--- config.mk ---
export PLATFORM = sky130hd
export DESIGN_NAME = pong_engine
export DESIGN_NICKNAME = d
export VERILOG_FILES = /design/src/rtl/pong_pkg.sv /design/src/rtl/sync_edge.sv /design/src/rtl/pong_engine.sv
export SDC_FILE = /design/constraint.sdc
export NUM_CORES = 1
export LEC_CHECK = 0
export ABC_AREA = 1
export BUFFER_PORTS_ARGS = -buffer_cell sky130_fd_sc_hd__buf_2
export CORE_MARGIN = 4
export CORE_UTILIZATION = 64
export DETAILED_ROUTE_END_ITERATION = 7
export PLACE_DENSITY = 0.87
export SLEW_MARGIN = 20
export SYNTH_ARGS = -nofsm -noshare
export SYNTH_HDL_FRONTEND = slang
export SYNTH_SLANG_ARGS = --single-unit
--- constraint.sdc ---
create_clock -name pixel_clock -period 7.2 [get_ports pixel_clock]
set_input_delay 1.08 -clock pixel_clock [delete_from_list [all_inputs] [get_ports pixel_clock]]
set_output_delay 1.08 -clock pixel_clock [all_outputs]
set_load 0.01 [all_outputs]
--- src/rtl/pong_pkg.sv ---
// Shared constants, state encoding and helpers for the pong engine.
// Default geometry lives here; the engine re-derives its working constants
// from its own parameters so that non-default builds stay consistent.
package pong_pkg;

    localparam int DEF_SCREEN_W   = 640;
    localparam int DEF_SCREEN_H   = 480;
    localparam int DEF_PAD_W      = 64;
    localparam int DEF_PAD_H      = 8;
    localparam int DEF_BALL_SZ    = 8;
    localparam int DEF_BALL_STEP  = 2;
    localparam int DEF_PAD_STEP   = 4;
    localparam int DEF_HOLD_FRAMES = 60;
    localparam int DEF_WIN_SCORE  = 9;

    // Direction encodings: dx 1 = right, dy 1 = down (screen y grows downward).
    localparam logic DIR_RIGHT = 1'b1;
    localparam logic DIR_LEFT  = 1'b0;
    localparam logic DIR_DOWN  = 1'b1;
    localparam logic DIR_UP    = 1'b0;

    typedef enum logic [1:0] {
        ST_SERVE    = 2'd0,
        ST_PLAY     = 2'd1,
        ST_SCORED   = 2'd2,
        ST_GAMEOVER = 2'd3
    } state_t;

    // Top-left coordinate that centres an object of length size in span.
    function automatic int centre_of(input int span, input int size);
        return (span - size) / 2;
    endfunction

    // One paddle step: left-only / right-only move with saturation, else hold.
    function automatic logic [9:0] pad_move(input logic [9:0] pos,
                                            input logic       go_left,
                                            input logic       go_right,
                                            input logic [9:0] step,
                                            input logic [9:0] max_pos);
        logic [10:0] sum;
        sum      = {1'b0, pos} + {1'b0, step};
        pad_move = pos;
        if (go_left && !go_right) begin
            pad_move = (pos < step) ? 10'd0 : pos - step;
        end else if (go_right && !go_left) begin
            pad_move = (sum > {1'b0, max_pos}) ? max_pos : sum[9:0];
        end
    endfunction

endpackage

--- src/rtl/sync_edge.sv ---
// Two-flop synchronizer followed by a falling-edge detector.
// The flops reset to IDLE so that a line sitting at its idle level never
// produces a pulse when reset is released.
module sync_edge #(
    parameter logic IDLE = 1'b1
) (
    input  logic i_clk,
    input  logic i_rst,
    input  logic i_async,
    output logic o_fall
);

    logic r_meta;
    logic r_sync;
    logic r_prev;

    // Synchronize the input and keep one cycle of history for edge detection.
    always_ff @(posedge i_clk or posedge i_rst) begin
        if (i_rst) begin
            r_meta <= IDLE;
            r_sync <= IDLE;
            r_prev <= IDLE;
        end else begin
            r_meta <= i_async;
            r_sync <= r_meta;
            r_prev <= r_sync;
        end
    end

    assign o_fall = r_prev & ~r_sync;

endmodule

--- src/rtl/pong_engine.sv ---
// Pong game engine: paddles, ball physics, scoring and serve/hold sequencing.
// All positional state advances once per frame, on the falling edge of the
// synchronized v_synch.
// Build option: define PONG_SCORE_EN to enable score keeping, the post-miss
// hold (SCORED) and GAMEOVER. Without it a miss returns straight to SERVE and
// the score outputs read zero; point still pulses.
module pong_engine
    import pong_pkg::*;
#(
    parameter int SCREEN_W    = DEF_SCREEN_W,
    parameter int SCREEN_H    = DEF_SCREEN_H,
    parameter int PAD_W       = DEF_PAD_W,
    parameter int PAD_H       = DEF_PAD_H,
    parameter int BALL_SZ     = DEF_BALL_SZ,
    parameter int BALL_STEP   = DEF_BALL_STEP,
    parameter int PAD_STEP    = DEF_PAD_STEP,
    parameter int HOLD_FRAMES = DEF_HOLD_FRAMES,
    parameter int WIN_SCORE   = DEF_WIN_SCORE
) (
    input  logic       pixel_clock,
    input  logic       reset,
    input  logic       v_synch,
    input  logic       up_l,
    input  logic       up_r,
    input  logic       dn_l,
    input  logic       dn_r,
    input  logic       serve,
    output logic [9:0] ballx,
    output logic [8:0] bally,
    output logic [9:0] padup,
    output logic [9:0] padwn,
    output logic [3:0] score_up,
    output logic [3:0] score_dn,
    output logic       point
);

`ifdef PONG_SCORE_EN
    localparam bit SCORE_EN = 1'b1;
`else
    localparam bit SCORE_EN = 1'b0;
`endif

    localparam logic [9:0]  X_MAX     = 10'(SCREEN_W - BALL_SZ);
    localparam logic [9:0]  PAD_MAX   = 10'(SCREEN_W - PAD_W);
    localparam logic [8:0]  Y_TOP     = 9'(PAD_H);
    localparam logic [8:0]  Y_BOT     = 9'(SCREEN_H - PAD_H - BALL_SZ);
    localparam logic [9:0]  X_CTR     = 10'(centre_of(SCREEN_W, BALL_SZ));
    localparam logic [8:0]  Y_CTR     = 9'(centre_of(SCREEN_H, BALL_SZ));
    localparam logic [9:0]  PAD_CTR   = 10'(centre_of(SCREEN_W, PAD_W));
    localparam logic [9:0]  BSTEP_X   = 10'(BALL_STEP);
    localparam logic [8:0]  BSTEP_Y   = 9'(BALL_STEP);
    localparam logic [9:0]  PSTEP     = 10'(PAD_STEP);
    localparam logic [10:0] BALL_SZ_W = 11'(BALL_SZ);
    localparam logic [10:0] PAD_W_W   = 11'(PAD_W);
    localparam logic [3:0]  WIN       = 4'(WIN_SCORE);
    localparam logic [15:0] HOLD_LAST = 16'(HOLD_FRAMES - 1);
    localparam int          NUM_BTN   = 5;

    // ---------------------------------------------------------------
    // Input synchronization
    // ---------------------------------------------------------------
    logic                 w_tick;
    logic [NUM_BTN-1:0]   w_btn_raw;
    logic [NUM_BTN-1:0]   w_btn_sync;
    logic                 w_up_l, w_up_r, w_dn_l, w_dn_r, w_serve;

    sync_edge #(.IDLE(1'b1)) u_vsync (
        .i_clk   (pixel_clock),
        .i_rst   (reset),
        .i_async (v_synch),
        .o_fall  (w_tick)
    );

    assign w_btn_raw = {serve, dn_r, dn_l, up_r, up_l};

    for (genvar gi = 0; gi < NUM_BTN; gi++) begin : g_btn_sync
        logic r_meta;
        logic r_sync;
        // Two-flop synchronizer for one button; buttons idle low.
        always_ff @(posedge pixel_clock or posedge reset) begin
            if (reset) begin
                r_meta <= 1'b0;
                r_sync <= 1'b0;
            end else begin
                r_meta <= w_btn_raw[gi];
                r_sync <= r_meta;
            end
        end
        assign w_btn_sync[gi] = r_sync;
    end

    assign w_up_l  = w_btn_sync[0];
    assign w_up_r  = w_btn_sync[1];
    assign w_dn_l  = w_btn_sync[2];
    assign w_dn_r  = w_btn_sync[3];
    assign w_serve = w_btn_sync[4];

    // ---------------------------------------------------------------
    // Game state
    // ---------------------------------------------------------------
    state_t      r_state, w_state_next;
    logic [9:0]  r_ballx, w_ballx_next;
    logic [8:0]  r_bally, w_bally_next;
    logic [9:0]  r_padup, w_padup_next;
    logic [9:0]  r_padwn, w_padwn_next;
    logic [3:0]  r_score_up, w_score_up_next;
    logic [3:0]  r_score_dn, w_score_dn_next;
    logic        r_dx, w_dx_next;
    logic        r_dy, w_dy_next;
    logic        r_serve_dx, w_serve_dx_next;
    logic [15:0] r_hold, w_hold_next;
    logic        r_point, w_point_next;

    // Candidate ball motion for a PLAY tick, including wall/paddle reflection.
    logic [9:0]  w_mv_x;
    logic [8:0]  w_mv_y;
    logic        w_mv_dx, w_mv_dy;
    logic        w_miss, w_miss_top;
    logic        w_hit_up, w_hit_dn;

    // Paddle overlap uses the ball and paddle positions as they stand before the tick.
    assign w_hit_up = (({1'b0, r_ballx} + BALL_SZ_W) > {1'b0, r_padup}) &&
                      ({1'b0, r_ballx} < ({1'b0, r_padup} + PAD_W_W));
    assign w_hit_dn = (({1'b0, r_ballx} + BALL_SZ_W) > {1'b0, r_padwn}) &&
                      ({1'b0, r_ballx} < ({1'b0, r_padwn} + PAD_W_W));

    // Ball motion: x and y are resolved independently so a corner hit reflects both.
    always_comb begin
        w_mv_x     = r_ballx;
        w_mv_dx    = r_dx;
        w_mv_y     = r_bally;
        w_mv_dy    = r_dy;
        w_miss     = 1'b0;
        w_miss_top = 1'b0;

        if (r_dx == DIR_RIGHT) begin
            if ((r_ballx + BSTEP_X) >= X_MAX) begin
                w_mv_x  = X_MAX;
                w_mv_dx = DIR_LEFT;
            end else begin
                w_mv_x = r_ballx + BSTEP_X;
            end
        end else begin
            if (r_ballx <= BSTEP_X) begin
                w_mv_x  = 10'd0;
                w_mv_dx = DIR_RIGHT;
            end else begin
                w_mv_x = r_ballx - BSTEP_X;
            end
        end

        if (r_dy == DIR_UP) begin
            if (r_bally <= (Y_TOP + BSTEP_Y)) begin
                if (w_hit_up) begin
                    w_mv_y  = Y_TOP;
                    w_mv_dy = DIR_DOWN;
                end else begin
                    w_miss     = 1'b1;
                    w_miss_top = 1'b1;
                end
            end else begin
                w_mv_y = r_bally - BSTEP_Y;
            end
        end else begin
            if ((r_bally + BSTEP_Y) >= Y_BOT) begin
                if (w_hit_dn) begin
                    w_mv_y  = Y_BOT;
                    w_mv_dy = DIR_UP;
                end else begin
                    w_miss = 1'b1;
                end
            end else begin
                w_mv_y = r_bally + BSTEP_Y;
            end
        end
    end

    // Next-state and next-value logic, applied only on a frame tick.
    always_comb begin
        w_state_next    = r_state;
        w_ballx_next    = r_ballx;
        w_bally_next    = r_bally;
        w_padup_next    = r_padup;
        w_padwn_next    = r_padwn;
        w_score_up_next = r_score_up;
        w_score_dn_next = r_score_dn;
        w_dx_next       = r_dx;
        w_dy_next       = r_dy;
        w_serve_dx_next = r_serve_dx;
        w_hold_next     = r_hold;
        w_point_next    = 1'b0;

        if (r_state != ST_GAMEOVER) begin
            w_padup_next = pad_move(r_padup, w_up_l, w_up_r, PSTEP, PAD_MAX);
            w_padwn_next = pad_move(r_padwn, w_dn_l, w_dn_r, PSTEP, PAD_MAX);
        end

        case (r_state)
            ST_SERVE: begin
                if (w_serve) begin
                    w_state_next = ST_PLAY;
                end
            end
            ST_PLAY: begin
                if (w_miss) begin
                    // Ball stays where it was; next serve heads toward the loser
                    // and alternates its horizontal direction.
                    w_point_next    = 1'b1;
                    w_dy_next       = w_miss_top ? DIR_UP : DIR_DOWN;
                    w_dx_next       = ~r_serve_dx;
                    w_serve_dx_next = ~r_serve_dx;
                    if (SCORE_EN) begin
                        if (w_miss_top) begin
                            w_score_dn_next = (r_score_dn >= WIN) ? WIN : r_score_dn + 4'd1;
                        end else begin
                            w_score_up_next = (r_score_up >= WIN) ? WIN : r_score_up + 4'd1;
                        end
                        if ((w_score_up_next == WIN) || (w_score_dn_next == WIN)) begin
                            w_state_next = ST_GAMEOVER;
                        end else begin
                            w_state_next = ST_SCORED;
                            w_hold_next  = 16'd0;
                        end
                    end else begin
                        w_state_next = ST_SERVE;
                        w_ballx_next = X_CTR;
                        w_bally_next = Y_CTR;
                    end
                end else begin
                    w_ballx_next = w_mv_x;
                    w_bally_next = w_mv_y;
                    w_dx_next    = w_mv_dx;
                    w_dy_next    = w_mv_dy;
                end
            end
            ST_SCORED: begin
                if (r_hold == HOLD_LAST) begin
                    w_hold_next  = 16'd0;
                    w_state_next = ST_SERVE;
                    w_ballx_next = X_CTR;
                    w_bally_next = Y_CTR;
                end else begin
                    w_hold_next = r_hold + 16'd1;
                end
            end
            ST_GAMEOVER: begin
                if (w_serve) begin
                    w_score_up_next = 4'd0;
                    w_score_dn_next = 4'd0;
                    w_state_next    = ST_SERVE;
                    w_ballx_next    = X_CTR;
                    w_bally_next    = Y_CTR;
                end
            end
            default: begin
                w_state_next = ST_SERVE;
            end
        endcase
    end

    // State register: everything positional moves only on the frame tick.
    always_ff @(posedge pixel_clock or posedge reset) begin
        if (reset) begin
            r_state    <= ST_SERVE;
            r_ballx    <= X_CTR;
            r_bally    <= Y_CTR;
            r_padup    <= PAD_CTR;
            r_padwn    <= PAD_CTR;
            r_score_up <= 4'd0;
            r_score_dn <= 4'd0;
            r_dx       <= DIR_RIGHT;
            r_dy       <= DIR_DOWN;
            r_serve_dx <= DIR_RIGHT;
            r_hold     <= 16'd0;
            r_point    <= 1'b0;
        end else begin
            r_point <= w_tick & w_point_next;
            if (w_tick) begin
                r_state    <= w_state_next;
                r_ballx    <= w_ballx_next;
                r_bally    <= w_bally_next;
                r_padup    <= w_padup_next;
                r_padwn    <= w_padwn_next;
                r_score_up <= w_score_up_next;
                r_score_dn <= w_score_dn_next;
                r_dx       <= w_dx_next;
                r_dy       <= w_dy_next;
                r_serve_dx <= w_serve_dx_next;
                r_hold     <= w_hold_next;
            end
        end
    end

    assign ballx    = r_ballx;
    assign bally    = r_bally;
    assign padup    = r_padup;
    assign padwn    = r_padwn;
    assign score_up = SCORE_EN ? r_score_up : 4'd0;
    assign score_dn = SCORE_EN ? r_score_dn : 4'd0;
    assign point    = r_point;

endmodule
==> run metrics, run 1 <==
drt total wl 11.6 mm; CTS root buf clkbuf_8; Placed Cells 780; clk_lat worst skew 0.33 ns; GRT Resource Usage Total 0.279; Sum Neg Setup Slack 0 ns; synthesized flop and latch total 51; post-synth cell types 46; slowest CP cell dfstp_2; vias per inst 5.59; post-synth top area share 0.166; CTS sink cnt 51; drt first pass iters 6; crit path max fanout 12; number of global-route vias before repair 4210; Crit path arrival time 3.13 ns; boundary pin count 56; Sw Pwr 1.14 mW; CTS tree yes; Leakage 2.62 nW; H-Tree Depth 2; Mapped Avg Cell Area 7.12 um^2; Worst Hold Slack 0.354 ns; complex-gate fraction of the synthesized area 0.109; ANT nets after route 0; port bufs 41; CP max stage delay 0.69 ns; max-slew violation count 0; cell taking the most area after synthesis dfrtp_1; final count of hold timing violations 0; Fillers 608; WP data required 7.44 ns; clock share of power 0.089; final setup fails 0; worst setup margin 4.31 ns; Post-Synth Simple-Gate Area 0.307; post-CTS setup buffer count 0; Synth Cell Area 4680 um^2; Die Footprint 8750 um^2; Async SR Flop Fraction 1.00; Die X 93.5 um; main combinational cell family by area after synthesis simple AND/OR/NAND/NOR gates; Placer Congestion 0.953; largest net degree at the start of global routing 52; post-synthesis mux area share 0; register area share after synthesis 0.278; share of layout cells above drive strength 1 0.137; DP Worst Slack 4.39 ns; min-delay worst type reg -> reg; Startpoint Class flop; Longest Clk Path Bufs 2; slew margin rel. 0.420; Crit. Startpoint ballx[3]; total number of vias 4405; Resized Gates After CTS 0; sw frac 0.533; synth top area cells dfrtp_1 (17%), ha_1 (13%), nand2_1 (12%), dfstp_2 (11%), inv_1 (6.7%); status complete, no violations; CTS hold repair buffers 0; achievable clock frequency 0.347 GHz; RSZ-0062 raised after global routing false; Setup Skew 0.0194 ns; post-synthesis xor/xnor area fraction 0.0673; hold_sp g_btn_sync[3].r_meta; Die Ht 93.5 um; FP Rows 30; CTS clk-pin slew, worst paths 0.12 ns; initial DRC count 350; GRT busiest layer met2; Worst R2R Start ballx[3]; Max-Cap Viols 0; Finished Layout Cells 788; GR Util met3 0.0362; number of flops mapped to enable cells by yosys 0; TritonCTS Buffers 5; Period Utilization, post-route 0.401; area share of fa/ha/maj cells after synthesis 0.126; met1 Usage GRT 0.388; dpl hpwl 8.69 mm; area growth from synthesis to layout 6.17%; ant diodes 0; Core Area 6940 um^2; Initial Util 0.674; Synth Instances 658; P_int 1.00 mW; Final min period 2.89 ns; Seq pwr share 0.288; Crit path top cell by count nand3_1; ys flop type dfrtp_1; Comb pwr share 0.622; Synthesis Warnings 0; wire length per cell 14.7 um; cells along the critical path ha_1, nand2_1, nor2_2, nand2_1, xor2_1, ha_1, nand3_1, nor2_1, nand3_1, o21ai_1, inv_1, nand3_1, nand2_2, nand2_8, nand2_4, o211ai_1; kind of critical path reg -> reg; initial antenna violation count 0; DRC Markers 0; first-pass GRT wire length 19.9 mm; met2 Use GR 0.454; peak supply drop 0.232 mV; power per cell area 432 nW/um^2; CP endpoint kind flop; total grt overflow 0; Final nets 746; Slew @ Worst Pin 0.870 ns
-- cell families after synthesis --
family,Yosys count
xor gates and xnor gates,36
and+or+nand+nor,315
AOI/OAI and AO/OA,90
DFF,51
buffers and inverters,118
adders and majority gates,47
other,1
-- critical path, delay by kind of cell, from the launching register on --
family	cells	cell delay (ns)
AOI/OAI and AO/OA	2	0.20
xor gates and xnor gates	1	0.17
adders and majority gates	2	0.57
buffers and inverters	1	0.06
DFF	1	0.69
and+or+nand+nor	10	1.11
-- flip-flops by register name (all words and copies together) (netlist names) --
name / cells
padwn: 8
u_vsync.r_prev: 1
r_state: 1
g_btn_sync.r_sync: 5
g_btn_sync.r_meta: 5
u_vsync.r_meta: 1
u_vsync.r_sync: 1
r_dy: 1
ballx: 9
bally: 8
r_dx: 1
padup: 8
point: 1
r_serve_dx: 1
-- power groups by stage --
stage	sequential [mW]	combinational (mW)	clock (mW)
floorplan	0.562	1.02	0
global placement	0.612	1.27	0
detailed placement	0.617	1.31	0
CTS	0.612	1.32	0.196
global route	0.638	1.53	0.209
finish	0.619	1.34	0.192
-- layout make-up --
class                           instances  area, um^2  area share
Clock buffer                            5        68.8      0.0138
Timing Repair Buffer                   42         213      0.0428
Clock inverter                          3        28.8     0.00579
Inverter                               89         335      0.0674
Sequential cell                        51        1300       0.262
Tap cell                               96         120      0.0242
Multi-Input combinational cell        502        2910       0.584
-- synthesized netlist by cell type, drive strengths merged, types with 4 or more instances --
cell	n
a22oi	4
nor2	65
a21oi	23
o22ai	5
clkbuf	6
o211ai	4
a21boi	8
dfstp	20
xnor2	4
dfrtp	31
nand2	155
nor3	14
ha	47
nand4	11
buf	23
o21ai	41
nand3	60
inv	86
xor2	32
-- metrics by stage --
step	cell area [um^2]	power (mW)	util
floorplan	4730	1.59	-
global placement	4870	1.88	0.702
detailed placement	4870	1.93	0.702
CTS	4970	2.13	0.716
global route	4970	2.38	0.716
finish	4970	2.15	0.716
-- final timing paths --
path / endpoint / cells past startpoint / slack (ns)
min in group asynchronous: g_btn_sync[3].r_sync / 2 / 0.89
setup / recovery: ballx[2] / 16 / 4.31
setup reg to reg: ballx[2] / 16 / 4.31
max in group asynchronous: bally[1] / 2 / 5.78
hold reg to reg: g_btn_sync[3].r_sync / 0 / 0.35
hold / removal: g_btn_sync[3].r_sync / 0 / 0.35
-- layer usage --
metal | wire length, um | share of wire
met1 | 5180 | 0.45
met5 | 0 | 0
met3 | 790 | 0.068
met4 | 209 | 0.018
met2 | 5380 | 0.47
-- placed cells by master, fill, tap and decap left out, types with 6 or more instances in the layout --
cell type  instances
nor2_1            61
nand2_1          148
o21ai_0           33
dfstp_2           20
o21ai_1            7
conb_1            14
a21boi_0           6
inv_1             83
buf_2             41
nand4_1           11
a21oi_1           23
xor2_1            32
dfrtp_1           31
nand3_1           54
ha_1              47
nor3_1            13
Power figures use the tool's default switching activity.
==> run 2, diff against run 1 <==
--- a/config.mk
+++ b/config.mk
@@ -8,9 +8,9 @@
 export ABC_AREA = 1
 export BUFFER_PORTS_ARGS = -buffer_cell sky130_fd_sc_hd__buf_2
 export CORE_MARGIN = 4
-export CORE_UTILIZATION = 64
+export CORE_UTILIZATION = 54
 export DETAILED_ROUTE_END_ITERATION = 7
-export PLACE_DENSITY = 0.87
+export PLACE_DENSITY = 0.78
 export SLEW_MARGIN = 20
 export SYNTH_ARGS = -nofsm -noshare
 export SYNTH_HDL_FRONTEND = slang
==> constraint.sdc (replaced) <==
create_clock -name pixel_clock -period 2.4 [get_ports pixel_clock]
set_input_delay 0.36 -clock pixel_clock [delete_from_list [all_inputs] [get_ports pixel_clock]]
set_output_delay 0.36 -clock pixel_clock [all_outputs]
set_load 0.01 [all_outputs]
==> run 2 against run 1 <==
Net effect: the run now ends with setup timing left; clock power grew to 2.9 times the previous value; die area is 17% higher; setup slack worse by 4.5 ns; register-to-register slack worse by 4.5 ns; final area up 10%; sequential share of layout area decreased by 2.4 points; wire length up 5.6%; critical path depth is 1 higher; largest cell class unchanged; largest power group unchanged.
==> run metrics, run 2 (synthesis gave the netlist of run 1 again) <==
CTS tree yes; slew margin rel. 0.644 (+0.224); Startpoint Class flop; WP data required 2.66 ns (-4.78 ns); crit path max fanout 7 (-5); commonest cells after routing, fill and taps aside nand2_1 (143), inv_1 (82), nor2_1 (55), nand3_1 (50), ha_1 (43); initial DRC count 197 (-44%); Sum Neg Setup Slack -2.49 ns (-2.49 ns); number of flip-flops in the largest register 9 (unchanged); CTS root buf clkbuf_8; FP Rows 33 (+10%); final setup fails 21 (+21); CTS sink cnt 51 (unchanged); TritonCTS Buffers 5 (unchanged); total grt overflow 0 (unchanged); Crit path arrival time 2.81 ns (-0.32 ns); port bufs 41 (unchanged); RSZ-0062 raised after global routing true; Leakage 2.83 nW (+7.9%); Worst Hold Slack 0.0574 ns (-0.297 ns); boundary pin count 56 (unchanged); Max-Cap Viols 0 (unchanged); Period Utilization, post-route 1.06 (+0.661); FF+latch area 1300 um^2 (unchanged); status finished, violations left; drt total wl 12.2 mm (+5.6%); GRT Resource Usage Total 0.233 (-0.0456); peak supply drop 0.499 mV (+120%); ant diodes 0 (unchanged); drt first pass iters 5 (-1); DRC Markers 0 (unchanged); DP Worst Slack -0.214 ns (-4.60 ns); commonest non-fill, non-tap cell in the layout nand2_1; Fillers 702 (+15%); dpl hpwl 9.14 mm (+5.2%); achievable clock frequency 0.392 GHz (+13%); Slew @ Worst Pin 0.534 ns (-0.336 ns); total number of vias 4576 (+3.9%); multi-input logic area 3100 um^2 (+6.6%); kind of critical path reg -> reg; area growth from synthesis to layout 16.8%; Core Area 8340 um^2 (+20%); Initial Util 0.562 (-0.113); Placer Congestion 0.937 (-1.7%); H-Tree Depth 2 (unchanged); wire length per cell 14.6 um (-0.23%); number of global-route vias before repair 4270 (+1.4%); failing checks setup timing; Final min period 2.55 ns (-0.337 ns); Longest Clk Path Bufs 2 (unchanged); first-pass GRT wire length 19.5 mm (-1.7%); CP endpoint kind flop; power per cell area 1290 nW/um^2 (+200%); largest net degree at the start of global routing 29 (-44%); Die Footprint 10200 um^2 (+17%); Die Ht 101 um (+8.1%); Final nets 783 (+5.0%); total power 7.05 mW (+230%); final core occ 0.656 (-0.0602); ANT nets after route 0 (unchanged); initial antenna violation count 0 (unchanged); vias per inst 5.49 (-1.8%); Die X 101 um (+8.1%); CTS clk-pin slew, worst paths 0.11 ns (about the same); max-slew violation count 0 (unchanged); Setup Skew 0.0142 ns (-0.00519 ns); final count of hold timing violations 0 (unchanged); worst setup margin -0.148 ns (-4.46 ns); clk_lat worst skew 0.32 ns (about the same); min-delay worst type in -> async; share of layout cells above drive strength 1 0.219 (+0.0822)
-- run 2: cell types whose count changed in the layout (fill, tap and decap cells not counted), sizes merged --
cell and change:
clkinvlp +1, inv -1, buf +37
-- run 2: final cells by class --
type	count	share of cell area
tap	105	0.0240
clock buffer	5	0.0126
clock inverter	3	0.00503
inverter	89	0.0615
sequential	51	0.238
multi-input combinational	502	0.566
timing repair buffer	79	0.0926
-- run 2: path summary, 6_finish.rpt --
path                                   endpoint  slack [ns]  cells past startpoint                 start
setup / recovery                       ballx[7]       -0.15                     17              ballx[3]
hold / removal             g_btn_sync[4].r_meta        0.06                      2                 reset
setup reg to reg                       ballx[7]       -0.15                     17              ballx[3]
hold reg to reg            g_btn_sync[3].r_sync        0.36                      0  g_btn_sync[3].r_meta
max in group asynchronous              padwn[5]        1.71                      3                 reset
min in group pixel_clock         u_vsync.r_meta        0.12                      1               v_synch
-- run 2: stage by stage --
step	cells	area, um^2
floorplan	671	4760
global placement	819	5150
detailed placement	819	5150
CTS	831	5320
global route	834	5470
finish	834	5470
-- run 2: what timing repair did --
item / in CTS / in global routing
pin swaps: 7 / 7
gates resized for setup: 10 / 25
cloned: 0 / 0
setup endpoints to repair: 21 / 21
hold endpoints to repair: 0 / 0
buffers inserted: 4 / 3
hold buffers: 0 / 0
-- run 2: worst max-delay path, cell delays in order, from the launching register on --
cell	delay (ns)
dfstp_2	0.59
ha_4	0.16
nand2_4	0.06
nor2_4	0.13
nand2_4	0.09
xor2_4	0.18
ha_4	0.30
and3_4	0.18
nand2_2	0.06
inv_2	0.04
nand2_1	0.05
nand2_1	0.08
nand3_2	0.12
nand2_4	0.14
nand2_8	0.10
inv_4	0.09
nand3_2	0.07
nand2_2	0.06
-- run 2: report_power, final --
part	switching, mW	leakage (nW)	internal [mW]
logic	2.82	2.21	1.94
clock network	0.333	0.0463	0.215
registers	0.504	0.578	1.24
total	3.66	2.83	3.39
-- run 2: per-layer routing --
| layer | track usage | wire (um) | up-vias |
|---|---|---|---|
| li1 | - | - | 2240 |
| met1 | 0.293 | 5010 | 2152 |
| met2 | 0.411 | 6280 | 159 |
| met3 | 0.0284 | 611 | 25 |
| met4 | 0.0818 | 301 | 0 |
| met5 | 0 | 0 | - |
==> run 3, diff against run 2 <==
--- a/config.mk
+++ b/config.mk
@@ -7,7 +7,6 @@
 export LEC_CHECK = 0
 export ABC_AREA = 1
 export BUFFER_PORTS_ARGS = -buffer_cell sky130_fd_sc_hd__buf_2
-export CORE_MARGIN = 4
 export CORE_UTILIZATION = 54
 export DETAILED_ROUTE_END_ITERATION = 7
 export PLACE_DENSITY = 0.78
==> run 3 against run 2 <==
Net effect: the run still ends with setup timing left; non-clock buffer count fell by 3; combinational power rose by 5.0%; fmax is 0.86% higher; sequential share of layout area decreased by 0.065 points; worst hold slack better by 0.020 ns; total power up 3.5%; wire length increased by 1.4%; highest routed layer unchanged.
==> run metrics, run 3 (synthesis gave the netlist of run 1 again) <==
total number of vias 4638 (+1.4%); port bufs 41 (unchanged); boundary pin count 56 (unchanged); Die X 95.1 um (-5.9%); drt first pass iters 5 (unchanged); commonest cells after routing, fill and taps aside nand2_1 (144), inv_1 (83), nor2_1 (54), nand3_1 (50), ha_1 (42); DP Worst Slack -0.190 ns (+0.0242 ns); CP max stage delay 0.60 ns (about the same); Die Ht 95.1 um (-5.9%); Worst path top cell family by delay simple AND/OR/NAND/NOR gates; number of flip-flops in the largest register 9 (unchanged); CP Depth 16 (-1); ant diodes 0 (unchanged); WP buf/inv 1 (-1); Initial Util 0.564 (+0.00279); Core Area 8300 um^2 (-0.50%); slew margin rel. 0.616 (-0.0273); crit path max fanout 7 (unchanged); FP Rows 33 (unchanged); clk_lat worst skew 0.32 ns (about the same); dpl hpwl 9.00 mm (-1.6%); CTS root buf clkbuf_8; TritonCTS Buffers 5 (unchanged); Leakage 2.83 nW (about the same); Crit. Startpoint ballx[3]; drt total wl 12.4 mm (+1.4%); Final nets 780 (-0.38%); Final min period 2.53 ns (-0.0217 ns); ANT nets after route 0 (unchanged); Worst R2R Start ballx[3]; Crit path arrival time 2.77 ns (-0.04 ns); Sum Neg Setup Slack -2.17 ns (+0.314 ns); vias per inst 5.58 (+1.7%); CTS tree yes; cells on worst reg2reg path 16 (-1); Max-Cap Viols 0 (unchanged); Period Utilization, post-route 1.05 (-0.00906); kind of critical path reg -> reg; Startpoint Class flop; CTS clk-pin slew, worst paths 0.11 ns (about the same); Placed Cells 813 (-0.73%); share of layout cells above drive strength 1 0.216 (-0.00323); failing checks setup timing; wire length per cell 14.9 um (+1.8%); GRT Resource Usage Total 0.280 (+0.0466); achievable clock frequency 0.396 GHz (+0.86%); Longest Clk Path Bufs 2 (unchanged); Worst Hold Slack 0.0778 ns (+0.0204 ns); min-delay worst type in -> async; multi-input logic area 3130 um^2 (+0.97%); final count of hold timing violations 0 (unchanged); Fillers 702 (unchanged); Slew @ Worst Pin 0.575 ns (+0.0409 ns); WP data required 2.65 ns (about the same); max-slew violation count 0 (unchanged); largest net degree at the start of global routing 29 (unchanged); Placer Congestion 0.983 (+4.8%); FF+latch area 1300 um^2 (unchanged); first-pass GRT wire length 20.0 mm (+2.3%); H-Tree Depth 2 (unchanged); peak supply drop 0.503 mV (+0.90%); status finished, violations left; Finished Layout Cells 831 (-0.36%); CP endpoint kind flop; CTS hold repair buffers 0 (unchanged); DRC Markers 0 (unchanged); CTS sink cnt 51 (unchanged); final setup fails 21 (unchanged); Setup Skew 0.00793 ns (-0.00631 ns); initial antenna violation count 0 (unchanged); area growth from synthesis to layout 17.1%; power per cell area 1330 nW/um^2 (+3.2%); slowest CP cell dfstp_2; Die Footprint 9050 um^2 (-12%); cells along the critical path ha_4, nand2_4, nor2_4, nand2_4, xor2_4, ha_4, and3_4, nand2_2, inv_1, nand2_1, nand2_4, nand3_4, nand2_8, nand2_8, nand2_8, o211ai_1; initial DRC count 287 (+46%); number of global-route vias before repair 4470 (+4.7%); worst setup margin -0.127 ns (+0.0217 ns); RSZ-0062 raised after global routing true; total grt overflow 0 (unchanged); commonest non-fill, non-tap cell in the layout nand2_1
[run 3: changes by cell type in the layout (fill, tap and decap cells not counted), moves of 2 or more]
| cell | delta |
|---|---|
| nand3_2 | -2 |
| inv_6 | +2 |
| nor2_2 | +2 |
| nand2_2 | -2 |
| buf_4 | -4 |
| o21ai_1 | +2 |
| xor2_1 | +2 |
| o21ai_0 | -2 |
| nand3_4 | +2 |
| xor2_2 | -2 |
[run 3: worst register-to-register path: cells and delay by family (launching register included)]
kind	cells	cell delay (ns)
buf+inv	1	0.07
fa+ha+maj	2	0.45
compound gates	1	0.10
flops	1	0.60
simple gates	11	1.07
xor+xnor	1	0.18
[run 3: final cells by class]
class	count	share of cell area
sequential	51	0.237
timing repair buffer	76	0.0890
multi-input combinational	502	0.570
clock buffer	5	0.0125
tap	105	0.0240
inverter	89	0.0609
clock inverter	3	0.00616
[run 3: path summary, 6_finish.rpt]
path / endpoint / slack (ns)
min in group pixel_clock: u_vsync.r_meta / 0.12
max in group asynchronous: padwn[5] / 1.70
worst max register to register: ballx[5] / -0.13
worst max-delay path: ballx[5] / -0.13
worst min register to register: g_btn_sync[4].r_sync / 0.36
worst min-delay path: r_state[0] / 0.08
[run 3: stage by stage]
stage / area (um^2) / util / total power, mW
after detailed placement: 5100 / 0.615 / 6.06
after global placement: 5100 / 0.615 / 5.87
after global routing: 5490 / 0.661 / 7.96
final: 5490 / 0.661 / 7.29
after CTS: 5330 / 0.642 / 6.86
after floorplan: 4760 / - / 4.80
[run 3: where the power goes]
part / switching (mW) / internal, mW
Combinational: 2.97 / 2.03
Clock: 0.353 / 0.223
Sequential: 0.476 / 1.24
Total: 3.80 / 3.49
[run 3: layer usage]
metal | track usage | part of all wire | up-vias
met5 | 0 | 0 | -
li1 | - | - | 2235
met4 | 0.122 | 0.035 | 0
met3 | 0.0383 | 0.060 | 45
met2 | 0.491 | 0.50 | 191
met1 | 0.339 | 0.41 | 2167
[run 3: repair_timing]
action                                  CTS  global route
buffers inserted                          8             2
endpoints found under the setup margin   21            21
pin swaps                                10            24
gates resized for setup                  13            27
